[src/rtl/riscv_pkg.sv]
// Shared RV32I constants for the issue-side pipeline: opcodes and widths.
package riscv_pkg;

  localparam int RV_XLEN  = 32;
  localparam int RV_NREG  = 32;
  localparam int RV_REG_W = 5;

  localparam logic [6:0] OPC_LUI    = 7'b0110111;
  localparam logic [6:0] OPC_AUIPC  = 7'b0010111;
  localparam logic [6:0] OPC_JAL    = 7'b1101111;
  localparam logic [6:0] OPC_OP     = 7'b0110011;
  localparam logic [6:0] OPC_STORE  = 7'b0100011;
  localparam logic [6:0] OPC_BRANCH = 7'b1100011;

endpackage

[src/rtl/operand_fetch_stage_scoreboard.sv]
// Pending-write scoreboard: one bit per architectural register, x0 never pending.
module operand_scoreboard
  import riscv_pkg::*;
#(
  parameter int NREG  = RV_NREG,
  parameter int REG_W = RV_REG_W
) (
  input  logic              clock,
  input  logic              reset,
  input  logic              set_en,
  input  logic [REG_W-1:0]  set_idx,
  input  logic              clr_en,
  input  logic [REG_W-1:0]  clr_idx,
  output logic [NREG-1:0]   pending
);

  logic [NREG-1:0] set_mask;
  logic [NREG-1:0] clr_mask;

  always_comb begin
    set_mask = '0;
    clr_mask = '0;
    if (set_en) set_mask = {{(NREG-1){1'b0}}, 1'b1} << set_idx;
    if (clr_en) clr_mask = {{(NREG-1){1'b0}}, 1'b1} << clr_idx;
  end

  // Set is OR-ed after the clear so a same-cycle set on the same index wins.
  always_ff @(posedge clock) begin
    if (reset) pending <= '0;
    else       pending <= ((pending & ~clr_mask) | set_mask) & {{(NREG-1){1'b1}}, 1'b0};
  end

endmodule

[src/rtl/operand_fetch_stage.sv]
// Operand fetch: reads the register file, stalls on RAW/WAW via a scoreboard.
// Optional write-back forwarding is enabled by defining OPERAND_FETCH_BYPASS_EN.
module operand_fetch_stage
  import riscv_pkg::*;
#(
  parameter int XLEN = RV_XLEN,
  parameter int NREG = RV_NREG
) (
  input  logic            clock,
  input  logic            reset,
  input  logic            in_valid,
  output logic            in_ready,
  input  logic [31:0]     in_instr,
  input  logic [31:0]     in_pc,
  output logic [4:0]      rf_a1,
  output logic [4:0]      rf_a2,
  input  logic [XLEN-1:0] rf_r1,
  input  logic [XLEN-1:0] rf_r2,
  input  logic            wb_valid,
  input  logic [4:0]      wb_rd,
  input  logic [XLEN-1:0] wb_data,
  output logic            out_valid,
  input  logic            out_ready,
  output logic [31:0]     out_pc,
  output logic [31:0]     out_instr,
  output logic [XLEN-1:0] out_rs1_val,
  output logic [XLEN-1:0] out_rs2_val,
  output logic [4:0]      out_rd,
  output logic            out_wr_en
);

  function automatic logic [XLEN-1:0] pick_operand(logic [4:0] idx, logic fwd,
                                                   logic [XLEN-1:0] rf, logic [XLEN-1:0] wb);
    if (idx == 5'd0) return '0;
    else if (fwd)    return wb;
    else             return rf;
  endfunction

  logic [6:0]      opcode;
  logic [4:0]      rd, rs1, rs2;
  logic            uses_rs1, uses_rs2, wr_en;
  logic            wb_hit, fwd1, fwd2, waw_clr, hazard, issue;
  logic [NREG-1:0] pending;

  logic            vld_p1;
  logic [31:0]     pc_p1, instr_p1;
  logic [XLEN-1:0] rs1_val_p1, rs2_val_p1;
  logic [4:0]      rd_p1;
  logic            wr_en_p1;

  assign rf_a1 = in_instr[19:15];
  assign rf_a2 = in_instr[24:20];

  always_comb begin
    opcode   = in_instr[6:0];
    rd       = in_instr[11:7];
    rs1      = in_instr[19:15];
    rs2      = in_instr[24:20];
    uses_rs1 = !(opcode inside {OPC_LUI, OPC_AUIPC, OPC_JAL});
    uses_rs2 = opcode inside {OPC_OP, OPC_STORE, OPC_BRANCH};
    wr_en    = !(opcode inside {OPC_STORE, OPC_BRANCH}) && (rd != 5'd0);
    wb_hit   = wb_valid && (wb_rd != 5'd0);
`ifdef OPERAND_FETCH_BYPASS_EN
    fwd1     = wb_hit && (wb_rd == rs1);
    fwd2     = wb_hit && (wb_rd == rs2);
    waw_clr  = wb_hit && (wb_rd == rd);
`else
    fwd1     = 1'b0;
    fwd2     = 1'b0;
    waw_clr  = 1'b0;
`endif
    hazard   = (uses_rs1 && (rs1 != 5'd0) && pending[rs1] && !fwd1) ||
               (uses_rs2 && (rs2 != 5'd0) && pending[rs2] && !fwd2) ||
               (wr_en && pending[rd] && !waw_clr);
    in_ready = (!vld_p1 || out_ready) && !hazard;
    issue    = in_valid && in_ready;
  end

  operand_scoreboard #(.NREG(NREG), .REG_W(5)) u_sb (
    .clock   (clock),
    .reset   (reset),
    .set_en  (issue && wr_en),
    .set_idx (rd),
    .clr_en  (wb_hit),
    .clr_idx (wb_rd),
    .pending (pending)
  );

  // ---- stage p1: execute-bound operand bundle ----
  always_ff @(posedge clock) begin
    if (reset) begin
      vld_p1     <= 1'b0;
      pc_p1      <= '0;
      instr_p1   <= '0;
      rs1_val_p1 <= '0;
      rs2_val_p1 <= '0;
      rd_p1      <= '0;
      wr_en_p1   <= 1'b0;
    end else if (issue) begin
      vld_p1     <= 1'b1;
      pc_p1      <= in_pc;
      instr_p1   <= in_instr;
      rs1_val_p1 <= pick_operand(rs1, fwd1, rf_r1, wb_data);
      rs2_val_p1 <= pick_operand(rs2, fwd2, rf_r2, wb_data);
      rd_p1      <= rd;
      wr_en_p1   <= wr_en;
    end else if (out_ready) begin
      vld_p1     <= 1'b0;
    end
  end

  assign out_valid   = vld_p1;
  assign out_pc      = pc_p1;
  assign out_instr   = instr_p1;
  assign out_rs1_val = rs1_val_p1;
  assign out_rs2_val = rs2_val_p1;
  assign out_rd      = rd_p1;
  assign out_wr_en   = wr_en_p1;

endmodule

[config.mk]
export PLATFORM = sky130hd
export DESIGN_NAME = operand_fetch_stage
export DESIGN_NICKNAME = d
export VERILOG_FILES = /design/src/rtl/riscv_pkg.sv /design/src/rtl/operand_fetch_stage_scoreboard.sv /design/src/rtl/operand_fetch_stage.sv
export SDC_FILE = /design/constraint.sdc
export NUM_CORES = 1
export LEC_CHECK = 0
export ABC_AREA = 1
export CAP_MARGIN = 5
export CORE_MARGIN = 2
export CORE_UTILIZATION = 40
export DETAILED_ROUTE_END_ITERATION = 10
export GPL_TIMING_DRIVEN = 0
export PLACE_DENSITY_LB_ADDON = 0.3
export SYNTH_ARGS = -nofsm -noshare
export SYNTH_HDL_FRONTEND = slang
export SYNTH_SLANG_ARGS = --single-unit
[constraint.sdc]
create_clock -name clock -period 3.86 [get_ports clock]
set_input_delay 0.579 -clock clock [delete_from_list [all_inputs] [get_ports clock]]
set_output_delay 0.579 -clock clock [all_outputs]
set_load 0.01 [all_outputs]
# ---- Word-level counts from Yosys, hierarchy flattened
# Cells that the tools add are included.
dict set report op_classes {
  n_shift 2
  muxes 12
  eq_ne 6
  reduce_logical 27
  n_lt_le_gt_ge 3
  bitwise_logic 3
}
# op n
set op_table {}
lappend op_table {{two-way mux 32 bit} 4}
lappend op_table {{<< shifter 1 x 5 -> 32 bit (first input constant)} 2}
lappend op_table {{AND 32 bit} 1}
lappend op_table {{inverter 32 bit} 1}
lappend op_table {{OR 32 bit} 1}
lappend op_table {{== test 7 x 6 -> 1 bit (second input constant)} 3}
lappend op_table {{nonzero test 5 bit} 4}
lappend op_table {{< comparator 5 x 6 -> 1 bit (second input constant)} 3}
lappend op_table {{binary-select mux 1 bit (select 5 bit)} 3}
lappend op_table {{== test 7 bit (second input constant)} 2}
lappend op_table {{logical AND 1 bit} 10}
lappend op_table {{zero test 5 bit} 2}
lappend op_table {{== test 7 x 5 -> 1 bit (second input constant)} 1}
lappend op_table {{nonzero test 3 bit} 2}
lappend op_table {{two-way mux 1 bit} 5}
lappend op_table {{zero test 1 bit} 4}
lappend op_table {{nonzero test 2 bit} 2}
lappend op_table {{logical OR 1 bit} 3}
dict set report word_totals {
  regBits 167
  out_inout_bits 146
  in_bits 170
}

# ---- Longest topological paths before layout
# Gate-level depths: netlist of run 1.
dict set report logic_depth {
  word_depth 13
  depth_mapped 20
  mapped_depth_nobuf 16
}

# ---- Modules after synthesis
# Synthesis of run 1 repeated with hierarchy kept, for this count alone.
dict set report hier_totals {
  cells_unflattened 1207
  area_unflattened_um2 7948.9
}
# module instances cells_each area_per_inst_um2
set modules_own_cells {}
lappend modules_own_cells {operand_fetch_stage 1 987 6453.7}
lappend modules_own_cells {operand_scoreboard 1 220 1495.2}

# ---- Worst setup path before layout of run 1
# OpenSTA, ideal clock, no wires.
dict set report synth_path {
  path_kind {input to output}
  from {input port in_instr[15]}
  to {output port in_ready}
  arrival_ns 1.788
  required_time_ns 3.281
  path_stages 9
  setup_slack_ns 1.493
  cell_sequence {buf_4 -> inv_4 -> buf_6 -> nand4_1 -> a21boi_1 -> nand3_1 -> nand2_1 -> nor2_4 -> buf_2}
}
dict set report synth_via {
  elab_chain_cells 7
  elab_cells_between_ends 9
  cone_classes {mux: 2; reduce/logical: 7}
}
# element line
set synth_rtl {}
lappend synth_rtl {{from (decl)} operand_fetch_stage.sv:13} ;# input logic [31:0] in_instr,
lappend synth_rtl {{binary-select mux 1 bit (select 5 bit) / nonzero test 5 bit (equally long branches)} operand_fetch_stage.sv:72} ;# hazard = (uses_rs1 && (rs1 != 5'd0) && pending[rs1] && !fwd1) ||
lappend synth_rtl {{two-way mux 1 bit (implied by the code) / logical AND 1 bit (equally long branches)} operand_fetch_stage.sv:72}
lappend synth_rtl {{logical AND 1 bit (*)} operand_fetch_stage.sv:72}
lappend synth_rtl {{logical OR 1 bit (*)} operand_fetch_stage.sv:72}
lappend synth_rtl {{logical OR 1 bit (*)} operand_fetch_stage.sv:73} ;# (uses_rs2 && (rs2 != 5'd0) && pending[rs2] && !fwd2) ||
lappend synth_rtl {{zero test 1 bit (*)} operand_fetch_stage.sv:75} ;# in_ready = (!vld_p1 || out_ready) && !hazard;
lappend synth_rtl {{logical AND 1 bit (*)} operand_fetch_stage.sv:75}
lappend synth_rtl {{to (decl)} operand_fetch_stage.sv:12} ;# output logic in_ready,
# Every way passes the cells marked *; elsewhere a longest branch is shown, timed or not. The select of a mux whose other input is x is not followed.

# ---- Final worst setup path of run 1
dict set report layout_path {
  from {input port in_instr[23]}
  to {output port in_ready}
}
dict set report layout_via {
  elab_chain_cells 7
  elab_cells_between_ends 9
  cone_classes {mux: 2; reduce/logical: 7}
}
# element line
set layout_rtl {}
lappend layout_rtl {{binary-select mux 1 bit (select 5 bit) / nonzero test 5 bit (equally long branches)} operand_fetch_stage.sv:73}
lappend layout_rtl {{two-way mux 1 bit (implied by the code) / logical AND 1 bit (equally long branches)} operand_fetch_stage.sv:73}
lappend layout_rtl {{logical AND 1 bit (*)} operand_fetch_stage.sv:73}
lappend layout_rtl {{logical OR 1 bit (*)} operand_fetch_stage.sv:72}
lappend layout_rtl {{logical OR 1 bit (*)} operand_fetch_stage.sv:73}
lappend layout_rtl {{zero test 1 bit (*)} operand_fetch_stage.sv:75}
lappend layout_rtl {{logical AND 1 bit (*)} operand_fetch_stage.sv:75}
# Marks and branches as above.

==> run_results.csv, run 1 <==
group,metric,value,unit
grt,grt_antenna_before_repair,0,
grt,grt-ovfl-total,0,
grt,gr-usage-all-layers,25.8,%
timing,hold_ws,0.481,ns
die,die_h,143,µm
route,dr.pass1.iters,5,
yosys,syn_avg_cell_area,6.51,µm²
critical_path,worstReg2RegStart,"u_sb.pending[31]",
clock_tree,insertion_delay,0.43,ns
critical_path,worstRegToRegCells,14,
die,coreArea,18800,µm²
cells_and_area,ff_latch_area,3220,µm²
yosys,syn-num-nets,1354,
placed_design,routabilityCongestion,0.976,
critical_path,startpoint_type,"primary input",
critical_path,worst-path-stages,9,
grt,grt_max_degree,17,
timing,slew_headroom,57.3,%
clock_tree,htree_levels,4,
die,die_x,143,µm
timing,period_minus_slack,3.67,ns
clock_tree,numCtsBuffers,17,
clock_tree,clockBufferDepth,2,
timing,post-route-period-util,95.2,%
clock_tree,hold_buffers,0,
clock_tree,cts_tree,"done",
timing,maxSlewViolCount,0,
critical_path,worstPathArrival,3.10,ns
cells_and_area,mostFrequentLayoutCells,"nor2_1, clkdlybuf4s50_1, nand2_1, dfxtp_1, o21ai_0",
placed_design,place_inst,1721,
timing,tightestPinTransition,0.641,ns
die,num_io_pins,316,
power,power_density,393,nW/µm²
route,dr_total_vias,8636,
placed_design,dp_hpwl,20.8,mm
grt,grt_pass1_wl,40.9,mm
cells_and_area,fin_cells,1755,
critical_path,slowest_delay,0.59,ns
yosys,synth_cell_types,26,
route,drc,0,
critical_path,critPathMaxFanout,10,
critical_path,crit_type,"in2out",
cells_and_area,multiInputGateArea,3580,µm²
critical_path,crit_family,"buffers and inverters",
yosys,seq_area_frac_synth,41.8,%
yosys,yosysWarnings,0,
critical_path,r2r_end,"out_rs1_val[0]",
run_status,status,"completed",
critical_path,critical_path_buf_inv_count,3,
yosys,syn_inst,1184,
placed_design,port_buffers,277,
cells_and_area,final_common_cell,"nor2_1",
die,initial_utilization,41.0,%
cells_and_area,fin_util,60.5,%
clock_tree,cts_sinks,161,
route,wl_per_cell,15.6,µm
route,vias_per_cell,4.92,
grt,grt_pass1_vias,7640,
timing,fmax,0.272,GHz
power,leakagePower,4.80,nW
timing,final_hold_viol_count,0,
timing,fin_tns_setup,0,ns
route,ant_nets,0,
clock_tree,clkTransAtPathRegs,0.06,ns
critical_path,cp-end-kind,"output pin",
power,finalPower,0.00447,W
cells_and_area,nFillCells,1813,
cells_and_area,finalNetCount,1651,
die,dieArea,20400,µm²
clock_tree,cts-root-buf,"clkbuf_16",
die,rows,50,
critical_path,rrSetupSlack,1.56,ns
yosys,synth_seq_cells,161,
timing,rsz0062_at_grt,"no",
job,max-cap-violations,0,
critical_path,cp_data_required_time,3.28,ns
critical_path,crit_end,"in_ready",
critical_path,timing.critical_path.cells,"clkdlybuf4s50_1, nor3_1, nand3_2, and3_1, nand3_1, nand2_1, nor2_4, buf_4, clkdlybuf4s50_1",
yosys,syn_area,7710,µm²
critical_path,cp_common_cell,"clkdlybuf4s50_1",
worst_hold_path,min_from,"out_pc[29]",
route,wirelength,27.4,mm
timing,fin_skew,0.00836,ns
power,peakVddDrop,0.304,mV
cells_and_area,drive_above_1_share,6.16,%
critical_path,crit_path_top_delay_cell,"clkdlybuf4s50_1",
route,first_iter_violations,578,
worst_hold_path,worst_hold_path_type,"reg2reg",
critical_path,cp-startpoint,"in_instr[23]",
cells_and_area,area_growth,47.6,%
timing,finalSetupViolations,0,
[worst min path at each step]
stage	end	slack [ns]	depth (start not counted)
after CTS	out_rs1_val[7]	0.49	2
after detailed placement	out_rs1_val[7]	0.47	2
after floorplan	u_sb.pending[31]	0.47	2
after global routing	out_pc[10]	0.50	2
final	out_pc[29]	0.48	2
after global placement	out_rs1_val[16]	0.46	2
[flip-flops by register name (all words and copies together), names as in the netlist]
name          count
out_wr_en         1
out_pc           32
u_sb.pending     31
out_instr        32
out_valid         1
out_rs2_val      32
out_rs1_val      32
[worst min-delay path: cells and delay by family, from the launching register on]
family	cells	cell delay [ns]
DFF	1	0.32
and+or+nand+nor	2	0.12
[timing repair]
action / 4_1_cts / 5_1_grt
setup buffers: 0 / 1
endpoints found under the setup margin: 0 / 1
gates resized for setup: 0 / 4
[synth_stat cells]
| cell | instances | share of area (%) |
|---|---|---|
| nor3_1 | 8 | 0.52 |
| clkinv_1 | 1 | 0.049 |
| nand2_4 | 1 | 0.15 |
| nand3_1 | 63 | 4.1 |
| nand4_1 | 33 | 2.7 |
| a21oi_1 | 34 | 2.2 |
| buf_6 | 14 | 2.0 |
| nor3b_1 | 1 | 0.097 |
| nor2_1 | 283 | 14 |
| nor4_1 | 1 | 0.081 |
| buf_2 | 11 | 0.71 |
| buf_4 | 20 | 1.9 |
| clkbuf_2 | 6 | 0.39 |
| o31ai_1 | 1 | 0.097 |
| inv_2 | 4 | 0.19 |
| inv_1 | 92 | 4.5 |
| inv_4 | 1 | 0.081 |
| clkbuf_1 | 38 | 1.8 |
| buf_1 | 2 | 0.097 |
| dfxtp_1 | 161 | 42 |
| o21ai_1 | 40 | 2.6 |
| nand2_1 | 246 | 12 |
| and3_1 | 1 | 0.081 |
| o21ai_0 | 120 | 7.8 |
| nor2_4 | 1 | 0.15 |
| a21boi_1 | 1 | 0.097 |
[routing by layer]
metal | part of all wire [%] | GRT usage [%]
met5 | 0 | 0
met4 | 2.8 | 9.54
met3 | 7.4 | 4.69
met2 | 48 | 43.0
met1 | 42 | 33.3
[stage by stage]
| step | area, µm² | worst slack, ns |
|---|---|---|
| after floorplan | 7710 | 1.49 |
| after global placement | 10800 | 0.0541 |
| after detailed placement | 10800 | 0.0525 |
| after CTS | 11400 | 0.0151 |
| after global routing | 11400 | 0.0280 |
| final | 11400 | 0.185 |
[cell families after synthesis]
logic type | Yosys count | synth area share (%)
AND/OR/NAND/NOR | 638 | 33.6
flip-flops | 161 | 41.8
AO/OA/AOI/OAI | 196 | 12.8
buffers and inverters | 189 | 11.8
[layout make-up]
| type | count | area share [%] |
|---|---|---|
| Sequential cell | 161 | 28.3 |
| Timing Repair Buffer | 278 | 24.4 |
| Buffer | 91 | 4.79 |
| Tap cell | 260 | 2.86 |
| Inverter | 98 | 3.25 |
| Clock inverter | 12 | 0.857 |
| Antenna cell | 1 | 0.0220 |
| Multi-Input combinational cell | 834 | 31.5 |
| Clock buffer | 20 | 4.01 |
[report_power, final]
group,switching [W],internal [W]
clock,0.000731,0.000869
sequential,0.0000660,0.00179
combinational,0.000502,0.000517
total,0.00130,0.00317
Note: power is estimated with default switching activity, not from simulation.
==> run 2, diff against run 1 <==
--- a/config.mk
+++ b/config.mk
@@ -14,4 +14,5 @@
 export PLACE_DENSITY_LB_ADDON = 0.3
 export SYNTH_ARGS = -nofsm -noshare
 export SYNTH_HDL_FRONTEND = slang
+export SYNTH_HIERARCHICAL = 1
 export SYNTH_SLANG_ARGS = --single-unit
==> run 2 against run 1 <==
Compared with the run above:
- total power up 1.8%
- hold slack got worse by 0.021 ns
- synthesized cell count grew 1.9%
- clock skew up 0.0016 ns
- critical path depth unchanged
- via count rose by 6.9%
- largest cell class unchanged
- largest power group unchanged
==> run_results.csv, run 2 <==
group,metric,value,unit
run_status,status,"completed",
timing,period_minus_slack,3.74,ns
critical_path,cp_data_required_time,3.28,ns
placed_design,routabilityCongestion,0.953,
power,finalPower,0.00455,W
cells_and_area,finalNetCount,1675,
route,drc,0,
timing,tightestPinTransition,0.740,ns
grt,grt-ovfl-total,0,
yosys,synth_top_area_cell,"dfxtp_1",
power,p_comb_share,22.2,%
power,p_seq_share,40.0,%
critical_path,crit_family,"buffers and inverters",
route,wl_per_cell,16.7,µm
power,switchingPower,0.00138,W
placed_design,dp_hpwl,22.2,mm
yosys,synth_seq_cells,161,
clock_tree,cts_sinks,161,
timing,fmax,0.268,GHz
power,peakVddDrop,0.311,mV
critical_path,cp-end-kind,"output pin",
timing,maxSlewViolCount,0,
power,swShare,30.4,%
yosys,seq_area_frac_synth,40.5,%
grt,grt_max_degree,18,
clock_tree,numCtsBuffers,17,
critical_path,slowest_delay,0.59,ns
timing,slew_headroom,50.7,%
yosys,syn_area,7950,µm²
clock_tree,cts_tree,"done",
yosys,syn-num-nets,1377,
placed_design,place_ws,-0.197,ns
timing,rsz0062_at_grt,"no",
die,rows,51,
cells_and_area,drive_above_1_share,7.98,%
placed_design,place_inst,1751,
critical_path,worstPathArrival,3.16,ns
timing,final_hold_viol_count,0,
grt,grt_pass1_wl,45.9,mm
route,first_iter_violations,743,
job,max-cap-violations,0,
power,clkPwrFrac,37.8,%
die,coreArea,19500,µm²
clock_tree,htree_levels,4,
clock_tree,post_cts_resized,5,
grt,gr-usage-all-layers,27.4,%
grt,grt_antenna_before_repair,1,
power,leakagePower,4.65,nW
critical_path,crit_path_top_delay_cell,"clkdlybuf4s50_1",
clock_tree,clockBufferDepth,2,
cells_and_area,fin_cells,1783,
placed_design,port_buffers,279,
die,initial_utilization,40.8,%
cells_and_area,fin_util,60.0,%
critical_path,critPathMaxFanout,10,
yosys,yosys-top-cells-count,"nand2_1, nand3_1, a21oi_1",
grt,grt_pass1_vias,8406,
critical_path,startpoint_type,"primary input",
critical_path,cp_common_cell,"clkdlybuf4s50_1",
power,power_density,390,nW/µm²
die,num_io_pins,316,
placed_design,dpl_cell_area,11100,µm²
yosys,synth_cell_types,28,
yosys,yosys.area.top_type_share,40.5,%
route,dr.pass1.iters,5,
clock_tree,clkTransAtPathRegs,0.07,ns
critical_path,timing.critical_path.cells,"clkdlybuf4s50_1, nor4_2, nor3_1, nand2_1, nand2_2, nor2_8, buf_6, buf_4, clkdlybuf4s50_1",
cells_and_area,final_common_cell,"nand2_1",
yosys,synth_edf_count,0,
critical_path,critical_path_buf_inv_count,4,
clock_tree,cts-root-buf,"clkbuf_16",
yosys,syn_avg_cell_area,6.59,µm²
die,die_h,145,µm
route,dr_total_vias,9231,
route,vias_per_cell,5.18,
worst_hold_path,worst_hold_path_type,"reg2reg",
cells_and_area,nFillCells,1841,
timing,fin_skew,0.0100,ns
yosys,syn_inst,1207,
timing,post-route-period-util,96.8,%
yosys,synth_most_common_cell,"nand2_1",
clock_tree,insertion_delay,0.44,ns
power,p_int,0.00317,W
die,die_x,145,µm
clock_tree,post-cts-setup-buffers,0,
yosys,synthTopCellsByArea,"dfxtp_1, nand2_1, nand3_1",
yosys,async_reset_ff_share,0,%
critical_path,crit_type,"in2out",
cells_and_area,finalInstanceArea,11700,µm²
yosys,yosysWarnings,6,
cells_and_area,mostFrequentLayoutCells,"nand2_1, clkdlybuf4s50_1, nand3_1, a21oi_1, dfxtp_1",
route,ant_nets,0,
clock_tree,hold_buffers,0,
die,dieArea,21000,µm²
timing,finalSetupViolations,0,
yosys,ys.flop_type,"dfxtp_1",
route,wirelength,29.8,mm
timing,fin_ws,0.124,ns
cells_and_area,area_growth,47.0,%
-- run 2: per-layer routing --
metal	vias to the layer above	wire length [µm]	GRT usage [%]
met1	4264	12500	34.9
li1	4531	-	-
met2	387	14000	45.5
met5	-	0	0
met3	49	2560	6.92
met4	0	734	9.16
-- run 2: tightest hold or removal path: stages, from the launching register on --
cell and delay, ns:
dfxtp_1 0.31, nand2_1 0.06, a21oi_1 0.05
-- run 2: kinds of logic after synthesis --
group	count (synthesis)	synth area share, %
AND/OR/NAND/NOR	677	36.6
AO/OA/AOI/OAI	188	12.0
other	1	0.0472
flip-flops	161	40.5
buffers and inverters	180	10.8
-- run 2: metrics by stage --
step,TNS [ns],hold slack (ns)
2_1_floorplan,0,0.462
3_3_place_gp,-0.206,0.446
3_5_place_dp,-0.197,0.451
4_1_cts,0,0.462
5_1_grt,0,0.480
6_report,0,0.460
-- run 2: worst paths after layout --
check / startpoint / to / slack [ns] / cells after the start
worst min register to register: out_instr[31] / out_instr[31] / 0.46 / 2
worst min-delay path: out_instr[31] / out_instr[31] / 0.46 / 2
worst max-delay path: in_instr[22] / in_ready / 0.12 / 9
worst max register to register: u_sb/pending[9] / u_sb/pending[6] / 1.22 / 17
-- run 2: power groups by stage --
stage | registers, W | logic (W) | clock network [W]
CTS | 0.00182 | 0.00101 | 0.00174
detailed placement | 0.00186 | 0.00100 | 0
finish | 0.00182 | 0.00101 | 0.00172
global placement | 0.00185 | 0.000996 | 0
global route | 0.00183 | 0.00109 | 0.00181
floorplan | 0.00189 | 0.000456 | 0
-- run 2: area by class of cell --
| type | instances | area [µm²] | share of cell area (%) |
|---|---|---|---|
| multi-input combinational | 866 | 3880 | 33.2 |
| sequential | 161 | 3220 | 27.6 |
| timing repair buffer | 279 | 2790 | 23.8 |
| buffer | 107 | 593 | 5.08 |
| clock buffer | 17 | 425 | 3.64 |
| tap | 265 | 332 | 2.84 |
| inverter | 73 | 275 | 2.36 |
| clock inverter | 14 | 169 | 1.45 |
| antenna | 1 | 2.50 | 0.0214 |
==> run 3, diff against run 2 <==
--- a/config.mk
+++ b/config.mk
@@ -7,7 +7,7 @@
 export LEC_CHECK = 0
 export ABC_AREA = 1
 export CAP_MARGIN = 5
-export CORE_MARGIN = 2
+export CORE_MARGIN = 4
 export CORE_UTILIZATION = 40
 export DETAILED_ROUTE_END_ITERATION = 10
 export GPL_TIMING_DRIVEN = 0
==> constraint.sdc (replaced) <==
create_clock -name clock -period 3.86 [get_ports clock]
set_input_delay 0.772 -clock clock [delete_from_list [all_inputs] [get_ports clock]]
set_output_delay 0.772 -clock clock [all_outputs]
set_load 0.01 [all_outputs]
==> run 3 against run 2 <==
Compared with the run above:
- critical path depth is the same
- sequential power barely moved
- die area is 5.6% higher
- cell area up 0.26%
- total power fell by 0.98%
- routed wire length grew 0.35%
- count of clock-buffer cells in the layout did not move
- flip-flop and latch count unchanged
- sequential share of layout area is 0.071 points lower
- worst setup slack better by 0.28 ns
- non-clock buffer count up 1
- global-route usage down 1.0 points
- critical path type unchanged
- largest cell class unchanged
- largest power group unchanged
==> run_results.csv, run 3 (same netlist as run 2, synthesis figures left out) <==
group,metric,value,unit
critical_path,cp_data_required_time,3.09,ns
power,finalPower,0.00451,W
critical_path,critPathMaxFanout,10,
worst_hold_path,worst_hold_path_type,"reg2reg",
power,power_density,385,nW/µm²
die,initial_utilization,40.7,%
clock_tree,htree_levels,4,
cells_and_area,diodes,0,
route,ant_nets,0,
placed_design,routabilityCongestion,0.962,
clock_tree,hold_buffers,0,
clock_tree,cts_sinks,161,
grt,grt_pass1_vias,8692,
power,switchingPower,0.00139,W
cells_and_area,mostFrequentLayoutCells,"nand2_1, clkdlybuf4s50_1, nand3_1, a21oi_1, dfxtp_1",
route,vias_per_cell,5.19,
clock_tree,cts-root-buf,"clkbuf_16",
grt,grt-ovfl-total,0,
cells_and_area,final_common_cell,"nand2_1",
placed_design,port_buffers,279,
critical_path,critical_path_buf_inv_count,4,
clock_tree,numCtsBuffers,17,
die,dieArea,22200,µm²
critical_path,crit_path_top_delay_cell,"clkdlybuf4s50_1",
clock_tree,insertion_delay,0.44,ns
timing,period_minus_slack,3.46,ns
timing,post-route-period-util,89.6,%
timing,fmax,0.289,GHz
cells_and_area,fin_util,60.0,%
die,coreArea,19500,µm²
grt,grt_pass1_wl,46.7,mm
die,die_h,149,µm
job,max-cap-violations,0,
route,drc,0,
timing,maxSlewViolCount,0,
timing,final_hold_viol_count,0,
power,clkPwrFrac,37.1,%
critical_path,cp-end-kind,"output pin",
timing,slew_headroom,43.3,%
timing,fin_ws,0.402,ns
power,peakVddDrop,0.322,mV
critical_path,worstPathArrival,2.69,ns
placed_design,place_ws,-0.614,ns
cells_and_area,nFillCells,1898,
critical_path,timing.critical_path.cells,"clkdlybuf4s50_1, nor4_4, nor3_1, nand2_1, nand2_2, nor2_8, buf_6, buf_4, dlymetal6s2s_1",
route,wirelength,29.9,mm
grt,gr-usage-all-layers,26.4,%
power,swShare,30.9,%
route,dr.pass1.iters,6,
route,first_iter_violations,776,
power,leakagePower,4.69,nW
clock_tree,clkTransAtPathRegs,0.07,ns
timing,fin_skew,0.0167,ns
route,dr_total_vias,9262,
run_status,status,"completed",
clock_tree,clockBufferDepth,2,
grt,grt_max_degree,19,
timing,finalSetupViolations,0,
cells_and_area,area_growth,47.4,%
die,die_x,149,µm
placed_design,dp_hpwl,22.4,mm
die,num_io_pins,316,
cells_and_area,finalNetCount,1676,
cells_and_area,drive_above_1_share,8.29,%
critical_path,slowest_delay,0.59,ns
timing,rsz0062_at_grt,"no",
power,p_comb_share,22.6,%
critical_path,crit_type,"in2out",
grt,grt_antenna_before_repair,0,
critical_path,startpoint_type,"primary input",
die,rows,51,
power,p_seq_share,40.3,%
power,p_int,0.00312,W
timing,tightestPinTransition,0.850,ns
critical_path,crit_family,"buffers and inverters",
clock_tree,cts_tree,"done",
route,wl_per_cell,16.7,µm
run 3: tightest hold or removal path: stages (launching register included):
cell and delay (ns):
dfxtp_1 0.31, nand2_1 0.06, a21oi_1 0.05
run 3: layout make-up:
class                      instances  area, µm²  area share, %
clock inverter                    15        163           1.39
sequential                       161       3220           27.5
buffer                           107        603           5.15
clock buffer                      17        425           3.63
tap                              265        332           2.83
inverter                          73        275           2.35
timing repair buffer             280       2800           23.9
multi-input combinational        866       3900           33.3
run 3: metal layers:
layer / part of all wire (%) / track usage, % / up-vias
met3: 9.3 / 7.63 / 68
met2: 46 / 42.1 / 422
met5: 0 / 0 / -
li1: - / - / 4525
met4: 3.6 / 10.1 / 0
met1: 41 / 33.9 / 4247
run 3: final timing paths:
path | from | to | slack, ns | depth (start not counted)
setup / recovery | in_instr[23] | in_ready | 0.40 | 9
hold / removal | out_rs1_val[12] | out_rs1_val[12] | 0.46 | 2
setup reg to reg | u_sb/pending[20] | u_sb/pending[5] | 1.25 | 17
hold reg to reg | out_rs1_val[12] | out_rs1_val[12] | 0.46 | 2
run 3: through the flow:
| stage | hold slack (ns) | area (µm²) | setup TNS (ns) | cells |
|---|---|---|---|---|
| 2_1_floorplan | 0.462 | 7950 | 0 | 1207 |
| 3_3_place_gp | 0.446 | 11100 | -3.08 | 1751 |
| 3_5_place_dp | 0.452 | 11100 | -3.51 | 1751 |
| 4_1_cts | 0.463 | 11700 | 0 | 1784 |
| 5_1_grt | 0.477 | 11700 | 0 | 1784 |
| 6_report | 0.459 | 11700 | 0 | 1784 |
run 3: what timing repair did:
action | in CTS | in global routing
setup endpoints to repair | 1 | 1
pin swaps | 1 | 0
gates resized for setup | 25 | 2
setup buffers | 1 | 0
run 3: power groups by stage:
stage | clock [W] | combinational (W) | sequential [W]
2_1_floorplan | 0 | 0.000456 | 0.00189
3_3_place_gp | 0 | 0.000997 | 0.00185
3_5_place_dp | 0 | 0.00101 | 0.00185
4_1_cts | 0.00170 | 0.00102 | 0.00182
5_1_grt | 0.00178 | 0.00111 | 0.00183
6_report | 0.00167 | 0.00102 | 0.00182
==> variant 1 (settings of run 1) <==
Set the package constant `RV_XLEN` to 16 (it was 32).
--- a/src/rtl/riscv_pkg.sv
+++ b/src/rtl/riscv_pkg.sv
@@ -1,7 +1,7 @@
 // Shared RV32I constants for the issue-side pipeline: opcodes and widths.
 package riscv_pkg;
 
-  localparam int RV_XLEN  = 32;
+  localparam int RV_XLEN  = 16;
   localparam int RV_NREG  = 32;
   localparam int RV_REG_W = 5;
 
Ports: changed (5 resized); port bits go from 316 to 236. No check against the original RTL was run, so the function may have changed too.
==> variant 1 against run 1 <==
  * Critical path type unchanged
  * First-iteration DRC count increased by 38%
  * Largest power group is now clock
  * Core utilization down 0.69 points
  * Sequential cell count decreased by 32
  * Design area is 17% lower
  * Synthesized area fell by 17%
  * Combinational power shrank 18%
  * Setup slack lost 0.0032 ns
  * Cell count shrank 18%
  * Routed wire length is 18% lower
  * Highest routed layer unchanged
  * Non-clock buffer count is 78 lower
  * Synthesized cell count fell by 17%
  * Power decreased by 11%
==> variant 1: results (changes against run 1) <==
- Critical path startpoint: in_instr[16]
- Hold path start: out_instr[21]
- Wirelength, routed: 22500 µm (-18%)
- HPWL after DPL: 16700 µm (-20%)
- Net count, final: 1339 (-19%)
- DR WL met3: 2520 µm (+25%)
- Leakage: 0.00384 µW (-20%)
- Syn_nets: 1108 (-18%)
- Reg2reg setup slack: 1.49 ns (-0.07 ns)
- Fill cells: 1505 (-17%)
- Status: finished clean
- Crit-path max cell delay: 0.61 ns (+0.02 ns)
- Normalized max-slew margin: 50.8% (-6.4 points)
- Vias per Instance: 5.14 (+4.4%)
- Main area contributors after synthesis: dfxtp_1 40%, nor2_1 14%, nand2_1 11%, o21ai_0 8.3%, nand3_1 5.9%
- R2R Path Start: u_sb.pending[9]
- GR Util All Layers: 25.3% (-0.41 points)
- Routed length on met2: 10500 µm (-20%)
- CP max-delay cell: clkdlybuf4s50_1
- Initial DRC count: 797 (+38%)
- Global-route wire length before repair: 33200 µm (-19%)
- Final Skew: 0.00947 ns (+0.00111 ns)
- Pre-antenna DRT Iters: 7 (+2)
- Seq/Total Area, Yosys: 40.3% (-1.5 points)
- Hold Slack: 0.476 ns (-0.00438 ns)
- Yosys warns: 0 (unchanged)
- Maximum VDD drop: 0.000289 V (-4.8%)
- Port Buffers: 212 (-23%)
- Final Wtd Congestion: 0.986 (+1.0%)
- P_sw: 1090 µW (-16%)
- M1 WL: 8900 µm (-22%)
- Clk slew on worst S/H paths: 0.05 ns
- Commonest cells post-synth: 231 x nor2_1, 186 x nand2_1, 129 x dfxtp_1
- ANT cells: 0 (-1)
-- variant 1: cell count changes in the layout (fill, tap and decap cells not counted), moves of 14 or more --
cell	run 1	this run
dfxtp_1	161	129
o21ai_0	120	106
clkdlybuf4s50_1	277	212
o31ai_1	1	15
nor2_1	282	231
nand2_1	246	186
o21ai_1	40	8
inv_1	92	73
-- variant 1: metrics by stage --
stage | setup WS (ns) | util, % | area (µm²) | cells | power [µW]
finish | 0.182 | 59.8 | 9430 | 1446 | 3980
global route | 0.0364 | 59.8 | 9430 | 1446 | 4140
CTS | 0.145 | 59.8 | 9420 | 1446 | 3990
detailed placement | -0.0788 | 55.8 | 8800 | 1414 | 2340
global placement | -0.0960 | 55.8 | 8800 | 1414 | 2330
floorplan | 1.51 | - | 6400 | 986 | 1900
-- variant 1: timing repair --
item                       4_1_cts  5_1_grt
setup buffers                    0        0
setup endpoints to repair        1        1
gates resized for setup          3        2
-- variant 1: final cells by class --
cell class	count	share of cell area [%]
flip-flops and latches	129	27.4
multi-input cells	699	32.8
plain buffers	79	4.77
repair buffers	212	22.5
clock buffers	19	4.81
inverters	79	3.19
well taps	216	2.87
clock inverters	13	1.70
-- variant 1: worst paths after layout --
check,to,cells past startpoint
worst max register to register,out_pc[24],13
worst min-delay path,out_instr[21],2
worst max-delay path,in_ready,12
worst min register to register,out_instr[21],2
-- variant 1: worst min-delay path: stages, from the launching register on --
cell	delay (ns)
dfxtp_1	0.32
nor2_1	0.04
nor2_1	0.08
-- variant 1: kinds of logic after synthesis --
family                 synth area share [%]
and+or+nand+nor                        34.5
AOI/OAI and AO/OA                      13.6
buffers and inverters                  11.6
DFF                                    40.3
-- variant 1: power by group through the flow --
stage                     clock, µW  combinational, µW  sequential [µW]
after floorplan                   0                348             1560
after global placement            0                812             1510
after detailed placement          0                821             1520
after CTS                      1680                829             1490
after global routing           1730                907             1500
final                          1660                832             1490
-- variant 1: metal layers --
metal / track usage [%] / vias up
li1: - / 3634
met1: 32.4 / 3336
met2: 41.5 / 415
met3: 6.35 / 43
met4: 9.32 / 0
met5: 0 / -
==> variant 2 (config.mk and constraints of run 1) <==
Made on the original files. Reset style: asynchronous (`reset`), changed in 2 clocked blocks.
--- a/src/rtl/operand_fetch_stage_scoreboard.sv
+++ b/src/rtl/operand_fetch_stage_scoreboard.sv
@@ -25,7 +25,7 @@
   end
 
   // Set is OR-ed after the clear so a same-cycle set on the same index wins.
-  always_ff @(posedge clock) begin
+  always_ff @(posedge clock or posedge reset) begin
     if (reset) pending <= '0;
     else       pending <= ((pending & ~clr_mask) | set_mask) & {{(NREG-1){1'b1}}, 1'b0};
   end
--- a/src/rtl/operand_fetch_stage.sv
+++ b/src/rtl/operand_fetch_stage.sv
@@ -87,7 +87,7 @@
   );
 
   // ---- stage p1: execute-bound operand bundle ----
-  always_ff @(posedge clock) begin
+  always_ff @(posedge clock or posedge reset) begin
     if (reset) begin
       vld_p1     <= 1'b0;
       pc_p1      <= '0;
Function: differs if reset is asserted again (counterexample within 4 cycles, from zero or initial values and one cycle with reset high); with reset held inactive, the same outputs for 4 cycles.
==> variant 2 against run 1 <==
  * Sequential cell count unchanged
  * Global-route usage up 0.90 points
  * Setup slack better by 0.021 ns
  * Routed wire length up 5.4%
  * Clock skew grew 0.0023 ns
  * Design area is 6.9% higher
  * Synthesized area is 8.4% higher
  * Synthesized cell count shrank 5.9%
Power is not compared: it rests on default switching activity, and its combinational part moved more than twofold at a synthesized area within 25%.
==> variant 2: results (changes against run 1) <==
- R2R Path Start: u_sb.pending[23]
- Main area contributors after synthesis: dfrtp_1 48%, nand2_1 24%, nand3_1 7.5%, nand3b_1 5.7%, buf_4 3.1%
- CP max-delay cell: clkdlybuf4s50_1
- ANT cells: 0 (-1)
- Fill cells: 1905 (+5.1%)
- Largest net degree at the start of global routing: 43 (+26)
- Commonest cells post-synth: 528 x nand2_1, 161 x dfrtp_1, 126 x nand3_1
- Crit-path max cell delay: 0.55 ns (-0.04 ns)
- R2r endpoint: u_sb.pending[10]
- Net count, final: 1588 (-3.8%)
- HPWL after DPL: 21600 µm (+3.8%)
- Final total power: ~6300 µW
- Met1 usage: 34.3% (+0.97 points)
- Met2 usage in global routing: 43.3% (+0.37 points)
- FFs w/ async S/R, synth: 100% (+100 points)
- Share of cells above drive strength 1: 6.64% (+0.48 points)
- Final Skew: 0.0106 ns (+0.00228 ns)
- Seq/Total Area, Yosys: 48.2% (+6.4 points)
- Ys flop type: dfrtp_1
- Seq. cell area: 4030 µm² (+25%)
- Worst-margin pin slew: 0.602 ns (-0.0384 ns)
- Syn_nets: 1284 (-5.2%)
- Global-route wire length before repair: 45600 µm (+12%)
- Initial DRC count: 480 (-17%)
- Vias per Instance: 5.08 (+3.3%)
- R2R depth: 15 (+1)
- Wirelength, routed: 28800 µm (+5.4%)
- Mapped cell area: 8360 µm² (+8.4%)
- Critical path startpoint: in_instr[7]
- Port Buffers: 279 (+0.72%)
- HP Class: input pin to async pin
- Final Wtd Congestion: 0.963 (-1.3%)
- Most common cell in the netlist: nand2_1
- Status: finished clean
- Crit path DAT: 3.07 ns (-0.03 ns)
variant 2: cell types whose count changed after synthesis, sizes merged, moves of 112 or more:
cell	before	now
dfrtp	0	161
dfxtp	161	0
nand2	247	529
nor2	284	29
o21ai	160	48
variant 2: repair_timing:
action	in CTS	in global routing
setup endpoints to repair	1	1
pin swaps	1	1
setup buffers	1	1
resized for setup	0	3
variant 2: cells by family after synthesis:
logic type      share of synthesized area [%]
simple gates                             40.6
compound gates                           3.26
buf+inv                                  7.93
flops                                    48.2
variant 2: worst min-delay path by stage:
stage,slack (ns),cells after the start,end,from
after floorplan,0.49,2,u_sb.pending[2],u_sb.pending[2]
after global placement,0.45,2,out_rs1_val[6],out_rs1_val[6]
after detailed placement,0.46,2,out_pc[18],out_pc[18]
after CTS,0.38,2,out_rs1_val[16],reset
after global routing,0.39,2,out_rs1_val[16],reset
final,0.39,2,out_rs1_val[16],reset
variant 2: per-stage QoR:
stage	utilization, %	std cells	setup slack, ns	instance area, µm²
global route	59.8	1701	0.0331	12200
detailed placement	56.9	1667	-0.234	11600
CTS	59.7	1700	0.0825	12200
global placement	56.5	1663	-0.239	11500
floorplan	-	1114	1.24	8370
finish	59.8	1701	0.206	12200
variant 2: final cells by class:
cell class                 count  share of cell area [%]
buffer                        86                    4.38
clock buffer                  19                    3.64
clock inverter                13                    1.06
inverter                      35                    1.13
multi-input combinational    832                    30.2
sequential                   161                    33.1
tap                          270                    2.78
timing repair buffer         285                    23.8
variant 2: metal layers:
metal,wire (µm),up-vias
met5,0,-
met4,903,0
met3,2600,57
met2,13500,386
met1,11800,4040
li1,-,4164
